--- src/rtl/s_countdown.sv ---
// Two-digit BCD seconds countdown timer (99..00).
// A prescaler divides clk into a seconds tick while running; each tick
// decrements the loaded BCD value. The value holds 00 and done is raised at expiry.
module s_countdown #(
    parameter int TICK_DIV = 24000,
    parameter int CW       = 25
) (
    input  logic       clk,
    input  logic       res,
    input  logic       load,
    input  logic [7:0] load_val,
    input  logic       start,
    input  logic       pause,
    output logic [3:0] s_tens,
    output logic [3:0] s_ones,
    output logic       running,
    output logic       done
);

    localparam logic [1:0] S_IDLE  = 2'd0;
    localparam logic [1:0] S_RUN   = 2'd1;
    localparam logic [1:0] S_PAUSE = 2'd2;
    localparam logic [1:0] S_DONE  = 2'd3;

    localparam logic [CW-1:0] TICK_LAST = CW'(TICK_DIV - 1);

    logic [1:0]    state_q, state_d;
    logic [CW-1:0] con_t_q, con_t_d;
    logic [3:0]    tens_q, tens_d;
    logic [3:0]    ones_q, ones_d;
    logic          running_q, running_d;
    logic          done_q, done_d;

    // Out-of-range BCD nibbles saturate at 9 so the display never sees A-F.
    function automatic logic [3:0] clamp9(input logic [3:0] n);
        return (n > 4'd9) ? 4'd9 : n;
    endfunction

    // Next-state logic: load > pause > start, except that load is ignored in RUN.
    always_comb begin
        state_d = state_q;
        con_t_d = con_t_q;
        tens_d  = tens_q;
        ones_d  = ones_q;
        case (state_q)
            S_IDLE: begin
                if (load) begin
                    tens_d = clamp9(load_val[7:4]);
                    ones_d = clamp9(load_val[3:0]);
                end else if (pause) begin
                    // pause outranks start; nothing to pause in IDLE
                end else if (start && ((tens_q != 4'd0) || (ones_q != 4'd0))) begin
                    state_d = S_RUN;
                    con_t_d = '0;
                end
            end
            S_RUN: begin
                // The RUN cycle in which pause is seen still counts; the
                // prescaler is frozen only once the state is PAUSE.
                if (con_t_q == TICK_LAST) begin
                    con_t_d = '0;
                    if (ones_q != 4'd0) begin
                        ones_d = ones_q - 4'd1;
                    end else if (tens_q != 4'd0) begin
                        ones_d = 4'd9;
                        tens_d = tens_q - 4'd1;
                    end
                    if ((tens_q == 4'd0) && (ones_q <= 4'd1))
                        state_d = S_DONE;
                    else if (pause)
                        state_d = S_PAUSE;
                end else begin
                    con_t_d = con_t_q + CW'(1);
                    if (pause)
                        state_d = S_PAUSE;
                end
            end
            S_PAUSE: begin
                if (load) begin
                    tens_d  = clamp9(load_val[7:4]);
                    ones_d  = clamp9(load_val[3:0]);
                    con_t_d = '0;
                    state_d = S_IDLE;
                end else if (pause) begin
                    // keep holding
                end else if (start) begin
                    // resume mid-second from the held prescaler value
                    state_d = S_RUN;
                end
            end
            default: begin
                if (load) begin
                    tens_d  = clamp9(load_val[7:4]);
                    ones_d  = clamp9(load_val[3:0]);
                    con_t_d = '0;
                    state_d = S_IDLE;
                end
            end
        endcase
    end

    // Status outputs are registered copies of the next state.
    always_comb begin
        running_d = (state_d == S_RUN);
        done_d    = (state_d == S_DONE);
    end

    // State, prescaler, digits and status flops; reset aborts immediately.
    always_ff @(posedge clk or posedge res) begin
        if (res) begin
            state_q   <= S_IDLE;
            con_t_q   <= '0;
            tens_q    <= 4'd0;
            ones_q    <= 4'd0;
            running_q <= 1'b0;
            done_q    <= 1'b0;
        end else begin
            state_q   <= state_d;
            con_t_q   <= con_t_d;
            tens_q    <= tens_d;
            ones_q    <= ones_d;
            running_q <= running_d;
            done_q    <= done_d;
        end
    end

    assign s_tens  = tens_q;
    assign s_ones  = ones_q;
    assign running = running_q;
    assign done    = done_q;

endmodule

--- config.mk ---
export PLATFORM = sky130hd
export DESIGN_NAME = s_countdown
export DESIGN_NICKNAME = d
export VERILOG_FILES = /design/src/rtl/s_countdown.sv
export SDC_FILE = /design/constraint.sdc
export NUM_CORES = 1
export LEC_CHECK = 0
export ABC_AREA = 1
export ABC_CLOCK_PERIOD_IN_PS = 1700
export CAP_MARGIN = 20
export CELL_PAD_IN_SITES_DETAIL_PLACEMENT = 1
export CELL_PAD_IN_SITES_GLOBAL_PLACEMENT = 2
export CORE_MARGIN = 2
export CORE_UTILIZATION = 32
export CTS_CLUSTER_SIZE = 14
export DETAILED_ROUTE_END_ITERATION = 12
export HOLD_SLACK_MARGIN = 0.03
export PLACE_DENSITY_LB_ADDON = 0.1
export SETUP_SLACK_MARGIN = 0.5
export SLEW_MARGIN = 20
export SYNTH_ARGS = -nofsm -noshare
export SYNTH_HDL_FRONTEND = slang
export SYNTH_SLANG_ARGS = --single-unit
--- constraint.sdc ---
create_clock -name clk -period 1.7 [get_ports clk]
set_input_delay 0.425 -clock clk [delete_from_list [all_inputs] [get_ports clk]]
set_output_delay 0.425 -clock clk [all_outputs]
set_load 0.005 [all_outputs]
# Yosys cells after proc, flatten, opt, wreduce, memory -nomap -nowiden
# Cells that the tools add are included.
[totals] mem_bits_ro=0 n_memories=0 elab_cells=65 inputBits=13 latch_bits=0 ramBits=0 register_bits=37 out_inout_bits=10
[op_classes] mul=0 add_sub_neg=3 n_eq_ne=12 n_mux=29 n_bitwise=0 div_mod_pow=0 order_cmp=3 reduce_logical=12 shifts=0
[ops] op="25-bit two-way mux" n=5
[ops] op="25-bit one-hot mux with 2 select lines" n=1
[ops] op="4-bit two-way mux" n=12
[ops] op="25-bit by 1-bit adder with 25-bit output, second input constant" n=1
[ops] op="25-bit by 15-bit equality test with 1-bit output, second input constant" n=1
[ops] op="2-bit two-way mux" n=10
[ops] op="2-bit inequality test, second input constant" n=6
[ops] op="4-bit greater-than comparator, second input constant" n=2
[ops] op="4-bit AND reduction" n=2
[ops] op="4-bit nonzero test" n=2
[ops] op="4-bit by 1-bit subtractor with 4-bit output, second input constant" n=2
[ops] op="2-bit one-hot mux with 3 select lines" n=1
[ops] op="2-bit by 1-bit equality test with 1-bit output, second input constant" n=2
[ops] op="2-bit equality test, second input constant" n=2
[ops] op="4-bit by 1-bit <= comparator with 1-bit output, second input constant" n=1
[ops] op="4-bit zero test" n=1
[ops] op="3-bit inequality test, second input constant" n=1
[ops] op="3-bit AND reduction" n=1
[ops] op="3-bit nonzero test" n=1
[ops] op="1-bit logical AND" n=2
[ops] op="2-bit zero test" n=1
[ops] op="2-bit nonzero test" n=1
[ops] op="1-bit logical OR" n=1

# Depth between registers and ports, before layout
[logic_depth] ltp_word=8 ltp_mapped=11 ltp_nobuf=11

# Least setup slack after synthesis
# OpenSTA, ideal clock, no wires.
[synth_timing] kind="register to register" start="reg con_t_q[0]" end="reg con_t_q[10]" path_buffers=0 required_time_ns=1.571 slack_ns=0.150 path_stages_with_launch=9 setup_ns=0.129 arrival_ns=1.422 path_cell_list="dfrtp_1 ha_1 nand2_2 nor2_2 nand4_1 nor2_1 nand2_2 nand4_1 o21ai_0"
[synth_between] elab_chain_len=3
[synth_rtl] item="start: declaration" line_no="28" source="logic [CW-1:0] con_t_q, con_t_d;"
[synth_rtl] item="start signal: assignment" line_no="119" source="con_t_q <= con_t_d;"
[synth_rtl] item="25-bit by 1-bit adder with 25-bit output / 25-bit by 15-bit equality test with 1-bit output (equally long branches)" line_no="73, 60"
[synth_rtl] item="25-bit two-way mux (*)" line_no="60" source="if (con_t_q == TICK_LAST) begin"
[synth_rtl] item="25-bit one-hot mux with 2 select lines (*)" line_no="45" source="case (state_q)"
# Mark *: on every way between the ends. The rest lies on a longest branch, timed or not.
# A chain may end at the register's enable or synchronous reset.

# Final worst setup path
[layout_timing] start="reg tens_q[1] (netlist: s_tens[1])" end="reg con_t_q[8]"
[layout_between] elab_chain_len=5
[layout_rtl] item="start: declaration" line_no="29" source="logic [3:0] tens_q, tens_d;"
[layout_rtl] item="start signal: assignment" line_no="120" source="tens_q <= tens_d;"
[layout_rtl] item="4-bit nonzero test" line_no="52" source="end else if (start && ((tens_q != 4'd0) || (ones_q != 4'd0))) begin"
[layout_rtl] item="1-bit logical OR" line_no="52"
[layout_rtl] item="1-bit logical AND" line_no="52"
[layout_rtl] item="2-bit inequality test (no source line)"
[layout_rtl] item="4-bit AND reduction (no source line)"
# Every way passes these cells.

==> flow_metrics.env <==
export IMPL_critPathLaunch="s_tens[1]$_DFFE_PP0P_"
export IMPL_use_met1_pct=27.3
export IMPL_clock_sinks=37
export IMPL_cp_max_fo=8
export IMPL_fin_cells=570
export IMPL_die_area_um2=8600
export IMPL_switching_share_pct=44.1
export IMPL_cts_tree="done"
export IMPL_period_needed_ns=1.59
export IMPL_antenna_cells=0
export IMPL_max_freq_mhz=628
export IMPL_switchingPower_w=0.00206
export IMPL_maxSlewViolCount=0
export IMPL_rows=32
export IMPL_cpMostUsedCell="nand3_4"
export IMPL_die_h_um=92.8
export IMPL_io_buffers=22
export IMPL_cp_data_required_time_ns=1.88
export IMPL_status="finished clean"
export IMPL_grt_pass1_wl_um=14800
export IMPL_drt_pre_antenna_iters=4
export IMPL_p_per_area_nw_per_um2=1210
export IMPL_p_leak_nw=1.78
export IMPL_clock_path_buffers=2
export IMPL_min_path_type="in2async"
export IMPL_skew_ns=0.00825
export IMPL_clk_insertion_delay_late_ns=0.29
export IMPL_max_cap_violations=0
export IMPL_grt_pass1_vias=2986
export IMPL_drive_gt1_share_pct=39.1
export IMPL_ys_warn_count=0
export IMPL_via_per_inst=4.96
export IMPL_setup_viol=0
export IMPL_drc=0
export IMPL_fin_util_pct=50.3
export IMPL_cp_end_kind="flip-flop"
export IMPL_final_common_cell="nand2_1"
export IMPL_avgSynthCellArea_um2=6.81
export IMPL_total_power_w=0.00466
export IMPL_hold_viol_final=0
export IMPL_antenna_found_initial=0
export IMPL_drtAntennaViolNets=0
export IMPL_synth_top_cell_by_area="dfrtp_1"
export IMPL_die_x_um=92.8
export IMPL_layout_common_cells="83 x nand2_1, 58 x buf_4, 40 x inv_1"
export IMPL_p_seq_share_pct=25.2
export IMPL_drt_total_wl_um=9110
export IMPL_crit_type="reg2reg"
export IMPL_htree_levels=2
export IMPL_maxSlewHeadroom_pct=81.1
export IMPL_synth_edf_count=0
export IMPL_crit_path_max_incr_delay_ns=0.41
export IMPL_p_clk_share_pct=13.5
export IMPL_yosysUniqueCellTypes=36
export IMPL_root_buffer="clkbuf_8"
export IMPL_gp_congestion=0.872
export IMPL_met2_usage_pct=40.1
export IMPL_nNetsFinal=483
export IMPL_post_route_period_util_pct=93.6
export IMPL_rsz0062_at_grt="yes"
export IMPL_power_frac_comb_pct=61.3
export IMPL_peakVddDrop_v=0.000654
export IMPL_placedInstanceArea_um2=3160
export IMPL_dp_final_hpwl_um=6180
export IMPL_start_util_pct=32.8
export IMPL_internal_power_w=0.00261
export IMPL_cp_start_kind="flip-flop"
export IMPL_core_area_um2=7690
export IMPL_cp_cell_sequence="inv_2 -> ha_4 -> nand3_4 -> nor2_4 -> nand2_2 -> nand3_4 -> a21oi_4 -> buf_12 -> o21ai_1"
export IMPL_yosysSeqAreaShare_pct=36.7
export IMPL_use_met3_pct=2.85
export IMPL_r2r_start="s_tens[1]$_DFFE_PP0P_"
export IMPL_finalInstanceArea_um2=3860
export IMPL_worst_slew_pin_slew_ns=0.282
export IMPL_first_iter_violations=129
export IMPL_synthArstFlopShare_pct=100
export IMPL_pin_count=23
export IMPL_setup_tns_final_ns=0
export IMPL_area_growth_pct=53.3
export IMPL_vias=2829
export IMPL_netlist_instances=370
export IMPL_critPathSlowestCell="dfrtp_1"
export IMPL_synth_top_flop_cell="dfrtp_1"
export IMPL_track_usage_pct=22.1
export IMPL_syn_area_um2=2520
export IMPL_ys_ff_latch=37
export IMPL_grt_busiest_layer="met2"
export IMPL_place_inst=519
export IMPL_routedWlPerCell_um=16.0
export IMPL_synth_area_leaders="dfrtp_1 37%, nand2_1 14%, inv_1 7.6%"
export IMPL_syn_nets=386
export IMPL_path_clk_slew_ns=0.08
export IMPL_cts_buffers=5
export IMPL_critPathArrivalTime_ns=1.77
export IMPL_grt_overflow_total=0
export IMPL_synth_top_area_share_pct=36.7
export IMPL_grt_start_max_net_pins=20
## synth_stat cells, types with 2 or more instances
cell     number
nor2_4        2
nand3_2       3
ha_1          3
nor2_2        3
nand2_1      96
inv_2         3
xor2_1        6
a31oi_1       2
buf_2         2
nand3_1      34
nor2_1       44
o31ai_1       3
o22ai_1       3
nand4_1      17
o21ai_1       8
nor3_1        9
o21ai_0      22
dfrtp_1      37
a21oi_1       2
nand2_2       4
nand2_4       2
inv_1        51
## worst max-delay path: cells and delay by family, from the launching register on
family                   cells  cell delay, ns
AND/OR/NAND/NOR              4            0.30
buffers and inverters        2            0.26
adder cells (fa/ha/maj)      1            0.17
AO/OA/AOI/OAI                2            0.33
flip-flops                   1            0.41
## sequential cells by signal, summed over array words and instances, names as in the netlist
signal   flops
done         1
con_t_q     25
running      1
s_ones       4
s_tens       4
state_q      2
## final timing paths
path | to | slack [ns] | cells after the start
max reg2reg | con_t_q[8]$_DFFE_PP0P_ | 0.11 | 9
max | con_t_q[8]$_DFFE_PP0P_ | 0.11 | 9
min in group clk | s_tens[3]$_DFFE_PP0P_ | 0.52 | 2
max in group asynchronous | con_t_q[0]$_DFFE_PP0P_ | 0.82 | 3
min reg2reg | s_tens[3]$_DFFE_PP0P_ | 0.52 | 2
min | con_t_q[5]$_DFFE_PP0P_ | 0.37 | 2
## routing by layer
metal	vias up	part of all wire (%)
li1	1409	-
met1	1376	45
met2	35	51
met3	9	2.1
met4	0	1.8
met5	-	0
## cell families (layout without fill, tap and decap cells)
group                    after synthesis  in the layout  share of synthesized area, %
buffers and inverters                 60            155                          9.33
AND/OR/NAND/NOR                      217            219                          39.7
flip-flops                            37             37                          36.7
AO/OA/AOI/OAI                         47             48                          10.7
XOR/XNOR                               6              6                          2.08
adder cells (fa/ha/maj)                3              3                          1.49
## power groups by stage
| stage | Combinational (W) | Clock (W) | Sequential [W] |
|---|---|---|---|
| global placement | 0.00182 | 0 | 0.00122 |
| detailed placement | 0.00186 | 0 | 0.00123 |
| finish | 0.00286 | 0.000629 | 0.00118 |
| CTS | 0.00264 | 0.000643 | 0.00117 |
| floorplan | 0.00108 | 0 | 0.00121 |
| global route | 0.00309 | 0.000681 | 0.00119 |
## area by class of cell
type | instances | area [µm²]
Multi-Input combinational cell | 276 | 1720
Fill cell | 1004 | 3820
Clock buffer | 6 | 72.6
Clock inverter | 2 | 10.0
Timing Repair Buffer | 92 | 786
Tap cell | 102 | 128
Inverter | 55 | 218
Sequential cell | 37 | 932
## timing repair
action	in CTS	in global routing
hold buffers	0	0
buffers inserted	28	11
resized for setup	95	36
pin swaps	21	18
cloned	3	1
endpoints found under the setup margin	47	47
## through the flow
stage	setup WS, ns	hold slack, ns
6_report	0.109	0.370
5_1_grt	0.0489	0.382
4_1_cts	0.181	0.369
3_5_place_dp	-0.0911	0.565
3_3_place_gp	-0.0434	0.553
2_1_floorplan	0.265	0.385
Power figures use the tool's default switching activity.
==> variant 1 (config.mk and constraints unchanged) <==
`CW`: 25 -> 50.
--- a/src/rtl/s_countdown.sv
+++ b/src/rtl/s_countdown.sv
@@ -4,5 +4,5 @@
 module s_countdown #(
     parameter int TICK_DIV = 24000,
-    parameter int CW       = 25
+    parameter int CW       = 50
 ) (
     input  logic       clk,
Check against the original RTL: no difference found for any inputs over 10 cycles, from zero or initial values; that may be too few to reach the edited logic, so the function may still have changed.
==> variant 1 against the original RTL <==
  * The flow now finishes with violations (setup timing)
  * Total power up 31%
  * Cell area up 79%
  * First-iteration DRC count up 3.1%
  * Worst setup slack worse by 0.16 ns
  * Synthesized area up 70%
  * Wire length up 100%
  * Core utilization up 2.3 points
  * Via count up 76%
  * Sequential cell count up 25
==> variant 1: results <==
group,metric,value,unit
yosys,ys_seq_area_share,36.19,%
layout,clkbuf_count,12,
grt,grt_use_met1,30.68,%
sta,worst_slack,-0.04810,ns
outcome,violations,"setup timing",
detailed_routing,drt-met1-wl,7793,um
grt,track_usage,25.93,%
layout,buffers,183,
grt,grtUsageMet2,45.46,%
power_and_ir_drop,p_sw_share,35.39,%
cts,path_clk_slew,0.06,ns
grt,grt_first_pass_wirelength,28280,um
layout,final_area,0.006899,mm^2
cts,h-tree-depth,3,
layout,layout-drive-gt1-share,42.42,%
layout,layout.nonclk_buf_share,22.96,%
sta,timing_worst_slew_pin_value,0.4319,ns
yosys,synth_cell_types,32,
critical_path,arrival,2.02,ns
yosys,synth_nets,650,
placement,hpwl,13530,um
sta,setup_violations,14,
layout,nNetsFinal,829,
placement,gp_congestion,0.9001,
sta,finalSetupTns,-0.2961,ns
power_and_ir_drop,total_power,6103,uW
detailed_routing,routed-wl-met3,618,um
cts,clk_latency,0.36,ns
placement,dp_slack,-0.3311,ns
layout,finalNonFillerCells,994,
yosys,yosys-top-cells-area,"dfrtp_1, nand2_1, nor2_1, xor2_1, nand3_1",
yosys,synth_area_per_cell,6.761,um^2
layout,nonClockInverterCount,65,
grt,met3_usage,3.565,%
yosys,ys_top_cells_by_count,"nand2_1, nor2_1, dfrtp_1, inv_1, nand3_1",
sta,finalClockSkew,0.009550,ns
grt,grt_pass1_vias,5455,
detailed_routing,post_drt_wl_per_cell,18.55,um
power_and_ir_drop,vdd_drop_max,0.6428,mV
cts,root_buffer,"clkbuf_16",
critical_path,critical-path-top-delay-family,"simple AND/OR/NAND/NOR gates",
layout,fillers,1663,
layout,multi_input_gates,492,
yosys,syn_area,0.004287,mm^2
power_and_ir_drop,power.leakage,0.003017,uW
outcome,status,"finished with violations",
power_and_ir_drop,powerClk,1920,uW
placement,placed_area,0.005667,mm^2
detailed_routing,wl_met2,9277,um
layout,seq_cells,62,
power_and_ir_drop,p_seq_share,28.3,%
detailed_routing,vias,4987,
layout,multi_input_area_share,43.34,%
## variant 1: worst paths after layout
check / from / endpoint / slack (ns) / depth (start not counted)
worst max-delay path: s_tens[1] / con_t_q[29] / -0.05 / 11
worst min-delay path: res / con_t_q[5] / 0.37 / 2
worst max register to register: s_tens[1] / con_t_q[29] / -0.05 / 11
worst min register to register: s_ones[2] / s_ones[2] / 0.60 / 2
max in group asynchronous: res / con_t_q[35] / 0.88 / 3
min in group clk: s_ones[2] / s_ones[2] / 0.60 / 2
## variant 1: timing repair
action | CTS | global route
resized for setup | 159 | 83
buffers inserted | 21 | 17
pin swaps | 26 | 45
gates cloned | 1 | 1
endpoints found under the setup margin | 72 | 72
## variant 1: kinds of logic (layout without fill, tap and decap cells)
group,after synthesis,count (layout),synth area share [%]
fa+ha+maj,3,3,0.8758
compound gates,70,70,9.019
buf+inv,81,264,7.414
xor+xnor,36,36,7.355
simple gates,382,383,39.14
flops,62,62,36.19
